**config.mk**
```make
export PLATFORM = sky130hd
export DESIGN_NAME = irq_share_arbiter
export DESIGN_NICKNAME = d
export VERILOG_FILES = /design/src/rtl/irq_share_arbiter.sv
export SDC_FILE = /design/constraint.sdc
export NUM_CORES = 1
export LEC_CHECK = 0
export BUFFER_PORTS_ARGS = -buffer_cell sky130_fd_sc_hd__buf_2
export CAP_MARGIN = 20
export CORE_MARGIN = 8
export CORE_UTILIZATION = 58
export CTS_BUF_LIST = sky130_fd_sc_hd__clkbuf_2 sky130_fd_sc_hd__clkbuf_4 sky130_fd_sc_hd__clkbuf_8
export CTS_CLUSTER_DIAMETER = 80
export DETAILED_ROUTE_END_ITERATION = 10
export GPL_TIMING_DRIVEN = 0
export HOLD_SLACK_MARGIN = 0.12
export PLACE_DENSITY = 0.82
export SYNTH_ARGS = -nofsm -noshare
export SYNTH_HDL_FRONTEND = slang
export SYNTH_SLANG_ARGS = --single-unit
```
**constraint.sdc**
```tcl
create_clock -name clock -period 2.65 [get_ports clock]
set_input_delay 0.1325 -clock clock [delete_from_list [all_inputs] [get_ports clock]]
set_output_delay 0.1325 -clock clock [all_outputs]
set_load 0.005 [all_outputs]
```
**src/rtl/irq_share_arbiter.sv**
```systemverilog
// -----------------------------------------------------------------------------
// irq_share_arbiter
// Shares a single interrupt-handler FSM among NREQ requesters. A round-robin
// pick selects one requester, forwards its request and continuation flag to
// the handler's EQL/CONT_EQL inputs, then waits for the handler acknowledge,
// for the requester to withdraw, or for a timeout before releasing.
//
// Build option:
//   FIXED_PRIORITY_EN  - when defined, the lowest-index request always wins
//                        and the rotation pointer stays at 0.
//
// Ports:
//   clock        in   rising-edge clock
//   nRESET_G     in   asynchronous active-low reset
//   req          in   [NREQ]  level requests, bit i = requester i
//   cont_req     in   [NREQ]  per-requester continuation flag (-> CONT_EQL)
//   handler_ack  in   handler acknowledge (ACKOUT_REG)
//   clr_err      in   clears sticky timeout_err
//   grant        out  [NREQ]  one-hot grant
//   grant_id     out  [PTR_W] index of current/last winner
//   eql_o        out  handler EQL
//   cont_eql_o   out  handler CONT_EQL
//   busy         out  high in GRANT/WAIT/RELEASE
//   done         out  1-cycle pulse on RELEASE after an acknowledged service
//   timeout_err  out  sticky timeout flag
//
// State  | meaning
// IDLE   | no service; scan requests starting at the rotation pointer
// GRANT  | winner granted, EQL asserted, timer cleared (1 cycle)
// WAIT   | follow winner's request; end on ack, withdrawal or timeout
// RELEASE| grant and EQL dropped, pointer advanced past winner (1 cycle)
// -----------------------------------------------------------------------------
module irq_share_arbiter #(
  parameter int NREQ     = 4,
  parameter int HOLD_MAX = 15,
  localparam int PTR_W   = $clog2(NREQ)
) (
  input  logic             clock,
  input  logic             nRESET_G,
  input  logic [NREQ-1:0]  req,
  input  logic [NREQ-1:0]  cont_req,
  input  logic             handler_ack,
  input  logic             clr_err,
  output logic [NREQ-1:0]  grant,
  output logic [PTR_W-1:0] grant_id,
  output logic             eql_o,
  output logic             cont_eql_o,
  output logic             busy,
  output logic             done,
  output logic             timeout_err
);

  typedef enum logic [1:0] {
    S_IDLE    = 2'd0,
    S_GRANT   = 2'd1,
    S_WAIT    = 2'd2,
    S_RELEASE = 2'd3
  } state_t;

  state_t           r_state;
  logic [PTR_W-1:0] r_ptr;
  logic [PTR_W-1:0] r_winner;
  logic [7:0]       r_timer;
  logic [NREQ-1:0]  r_grant;
  logic [PTR_W-1:0] r_grant_id;
  logic             r_eql;
  logic             r_cont_eql;
  logic             r_busy;
  logic             r_done;
  logic             r_timeout_err;

  logic             w_found;
  logic [PTR_W-1:0] w_pick;
  logic [PTR_W:0]   w_idx;
  logic [PTR_W-1:0] w_ptr_next;
  logic             w_timeout;

  // Scan req starting at r_ptr, wrapping modulo NREQ; first set bit wins.
  always_comb begin
    w_found = 1'b0;
    w_pick  = '0;
    w_idx   = '0;
    for (int i = 0; i < NREQ; i++) begin
      w_idx = {1'b0, r_ptr} + (PTR_W+1)'(i);
      if (w_idx >= (PTR_W+1)'(NREQ))
        w_idx = w_idx - (PTR_W+1)'(NREQ);
      if (!w_found && req[w_idx[PTR_W-1:0]]) begin
        w_found = 1'b1;
        w_pick  = w_idx[PTR_W-1:0];
      end
    end
  end

`ifdef FIXED_PRIORITY_EN
  // Pointer pinned at 0 so the scan degenerates to lowest-index-first.
  assign w_ptr_next = '0;
`else
  assign w_ptr_next = (r_winner == PTR_W'(NREQ-1)) ? '0 : r_winner + PTR_W'(1);
`endif

  // Timeout only fires when neither ack nor withdrawal claims the edge.
  assign w_timeout = (r_state == S_WAIT) && !handler_ack && req[r_winner] &&
                     (r_timer == 8'(HOLD_MAX-1));

  always_ff @(posedge clock or negedge nRESET_G) begin
    if (!nRESET_G) begin
      r_state       <= S_IDLE;
      r_ptr         <= '0;
      r_winner      <= '0;
      r_timer       <= '0;
      r_grant       <= '0;
      r_grant_id    <= '0;
      r_eql         <= 1'b0;
      r_cont_eql    <= 1'b0;
      r_busy        <= 1'b0;
      r_done        <= 1'b0;
      r_timeout_err <= 1'b0;
    end else begin
      r_done <= 1'b0;
      // Set has priority over clear.
      r_timeout_err <= w_timeout | (r_timeout_err & ~clr_err);

      unique case (r_state)
        S_IDLE: begin
          if (w_found) begin
            r_state    <= S_GRANT;
            r_winner   <= w_pick;
            r_grant    <= NREQ'(1) << w_pick;
            r_grant_id <= w_pick;
            r_eql      <= 1'b1;
            r_cont_eql <= cont_req[w_pick];
            r_busy     <= 1'b1;
            r_timer    <= '0;
          end
        end

        S_GRANT: begin
          r_state    <= S_WAIT;
          r_timer    <= '0;
          r_eql      <= req[r_winner];
          r_cont_eql <= cont_req[r_winner];
        end

        S_WAIT: begin
          if (handler_ack || !req[r_winner] || (r_timer == 8'(HOLD_MAX-1))) begin
            r_state    <= S_RELEASE;
            r_grant    <= '0;
            r_eql      <= 1'b0;
            r_cont_eql <= 1'b0;
            r_done     <= handler_ack;
          end else begin
            r_timer    <= r_timer + 8'd1;
            r_eql      <= req[r_winner];
            r_cont_eql <= cont_req[r_winner];
          end
        end

        S_RELEASE: begin
          r_state <= S_IDLE;
          r_busy  <= 1'b0;
          r_ptr   <= w_ptr_next;
        end

        default: r_state <= S_IDLE;
      endcase
    end
  end

  assign grant       = r_grant;
  assign grant_id    = r_grant_id;
  assign eql_o       = r_eql;
  assign cont_eql_o  = r_cont_eql;
  assign busy        = r_busy;
  assign done        = r_done;
  assign timeout_err = r_timeout_err;

endmodule

```
==> metrics <==
outcome finished, final reports clean; Worst-Margin Slew 0.5204 ns; Internal Pwr Total approximately 0.0009 W; die area roughly 4200 sq um; reg-to-reg endpoint grant[3]; WL/cell roughly 15 microns; total gr overflow 0; cts bufs inserted 3; total wire length after detailed routing 2888 microns; clk_lat worst skew 0.31 ns; Clk pwr share 0.117; Root Buffer clkbuf_4; area delta synth->final 14.85%; Synth area leaders dfrtp_1, ha_1, nand2_1; sequential power share 0.380; worst-path fanout max 8; total clock sinks 23; final hold vios 0; Synth warnings 0; Detail Placement HPWL ~2200 microns; R2R cell count 9; NetSw 0.0005866 W; I/O pins 23; Die Y 64.80 microns; initial antenna violation count 0; DRT antenna net count 0; maxcap violations 0; flop-to-flop setup slack 0.44 ns; hold_sp req[1]; clock slew at reported path FFs 0.12 ns; post-synthesis cell area 1381 sq um; WHS Endpoint grant_id[0]; setup_tns 0 ns; Crit path largest cell delay around 0.47 ns; Final nets 185; Cell Pwr Density 928.4 nW/um^2; asr flop ratio synth 1.000; Synth Register Bits 23; die width 64.80 microns; # DRC 0; Worst Setup Start Kind flop; Synth Instances 136; Sw Ratio 0.3983; vias in the first global route 1,157; TritonCTS clock tree built; CP Data Required Time roughly 2.8 ns; post-synth top area cell dfrtp_1; Critical-path top delay cell dfrtp_1; first-pass GRT wire length 5161 microns; worst path arrival time ~2.4 ns; final setup vio count 0; Leak Pwr 0.7260 nW; largest net degree at the start of global routing 24; endpoint class of the critical path flop; Detailed Routing Iterations Pass 1 5; htree depth 1; setup slack at placement 0.4517 ns; Combinational Power Share 0.503; CP Cell Sequence inv_1 -> ha_1 -> or4b_1 -> nor3_2 -> nor2b_2 -> buf_4 -> a21oi_2 -> o21ai_1 -> o2bb2ai_1; Row Count 17; Core Area 2233 sq um; Hold Path Depth 3; synth unique cells between 40 and 50; GRT Overall Usage 0.1526; critical path buffer and inverter count 2; Hold Crit Class in -> reg; Max clock buf depth 2; Seq/Total Area, Yosys 0.4167; share of cells above drive strength 1 0.2606; CP delay by family, top simple AND/OR/NAND/NOR gates; Initial Util 0.6185; Peak Freq 0.4531 GHz; Post-synth EDFFs 0; RSZ-0062 raised after global routing no; routability congestion estimate from global placement 0.8170; worst r2r src r_timer[0]; Post-synth top flop dfrtp_1; skew final 0.007308 ns; Vias roughly 1,100; DR iter-0 viols 23; Max-slew headroom 0.6530; ANT cells 0; period utilization 0.8328; post-route setup slack 0.4430 ns; Yosys top cell area share 0.4167; IO Port Bufs 22; Period minus WS final about 2.2 ns; syn_area_per_cell 10.16 sq um; Crit Path Class reg -> reg; Syn Nets about 160; worst-case vdd ir drop 814.8 uV; Final Max Slew Viols 0; Vias/cell between 5 and 6
power groups by stage:
stage / Combinational (W) / Sequential, W / Clock, W
2_1_floorplan: 0.000531 / 0.000552 / 0
3_3_place_gp: 0.000719 / 0.000557 / 0
3_5_place_dp: 0.000745 / 0.000566 / 0
4_1_cts: 0.000750 / 0.000560 / 0.000179
5_1_grt: 0.000839 / 0.000577 / 0.000189
6_report: 0.000741 / 0.000560 / 0.000172
cells by family after synthesis:
kind of cell,count (synthesis),share of synthesized area
and+or+nand+nor,50,0.2101
adders and majority gates,7,0.06340
muxes,9,0.09058
DFF,23,0.4167
AOI/OAI and AO/OA,33,0.1630
buffers and inverters,14,0.05616
worst min-delay path: cells and delay by family:
| family | cells | cell delay [ns] |
|---|---|---|
| compound gates | 1 | 0.18 |
| buf+inv | 1 | 0.13 |
| simple gates | 1 | 0.06 |
worst max-delay path by stage:
| stage | from | to | slack, ns | cells after the start |
|---|---|---|---|---|
| 6_report | r_timer[0] | grant[3] | 0.44 | 9 |
| 5_1_grt | r_timer[0] | grant[3] | 0.26 | 9 |
| 4_1_cts | r_timer[0] | grant[3] | 0.44 | 9 |
| 3_5_place_dp | r_timer[0] | grant[3] | 0.45 | 9 |
| 3_3_place_gp | r_timer[0] | grant[2] | 0.53 | 9 |
| 2_1_floorplan | r_timer[0] | r_state[1] | 0.65 | 8 |
state kept, by name, indices dropped and copies added (netlist names):
name and count:
cont_eql_o 1, busy 1, r_ptr 2, done 1, eql_o 1, grant_id 2, r_timer 8, r_state 2
timeout_err 1, grant 4
cells in the mapped netlist (all sizes together) (2+ instances only):
cell,count
mux2,5
o2bb2ai,4
and2,2
ha,7
or4,2
o21ai,10
nor3,2
clkbuf,2
inv,10
nand2b,2
a21oi,8
mux4,2
buf,2
nor2,6
o31ai,2
o211ai,2
dfrtp,23
mux2i,2
nand3,7
or3,4
nand2,12
nor2b,7
layout make-up:
cell class | instances | area, sq um
buffer | 4 | 40.04
tap | 28 | 35.03
clock buffer | 4 | 30.03
multi-input combinational | 99 | 728.2
sequential | 23 | 575.6
fill | 174 | 646.9
timing repair buffer | 25 | 140.1
inverter | 10 | 37.54
placed cells by master (no fill, tap or decap), types with 2 or more instances in the layout:
master and instances:
a21oi_1 7, o211ai_1 2, and2_1 2, mux2i_1 2, mux2_1 2, nand3_1 6
ha_1 7, nand2_1 12, o2bb2ai_1 4, dfrtp_1 23, o21ai_1 2, nor2b_1 5
o21ai_0 8, clkbuf_8 2, clkbuf_4 4, dlygate4sd3_1 3, or3_1 3, nor2_1 6
or4_1 2, inv_1 10, buf_2 23, o31ai_1 2, nand2b_1 2, mux2_2 3
stage by stage:
stage | hold WS (ns) | instances | cell area [sq um] | utilization | power (W)
floorplan | -0.1631 | 136 | 1381 | - | 0.001083
global placement | 0.1262 | 186 | 1526 | 0.6835 | 0.001276
detailed placement | 0.1400 | 186 | 1526 | 0.6835 | 0.001311
CTS | 0.2092 | 193 | 1587 | 0.7104 | 0.001488
global route | 0.2250 | 193 | 1587 | 0.7104 | 0.001606
finish | 0.2199 | 193 | 1587 | 0.7104 | 0.001473
what timing repair did:
item	4_1_cts	5_1_grt
hold buffers	3	0
buffers inserted	0	0
gates resized for setup	0	0
endpoints found under the hold margin	25	0
setup endpoints to repair	0	0
layer usage:
| metal | up-vias | routed length, microns | GRT usage | share of wire |
|---|---|---|---|---|
| li1 | 546 | - | - | - |
| met2 | 22 | 1442 | 0.2696 | 0.50 |
| met4 | 0 | 56 | 0.07357 | 0.019 |
| met1 | 525 | 1265 | 0.1670 | 0.44 |
| met3 | 7 | 123 | 0.03780 | 0.043 |
| met5 | - | 0 | 0 | 0 |
Power figures use the tool's default switching activity.
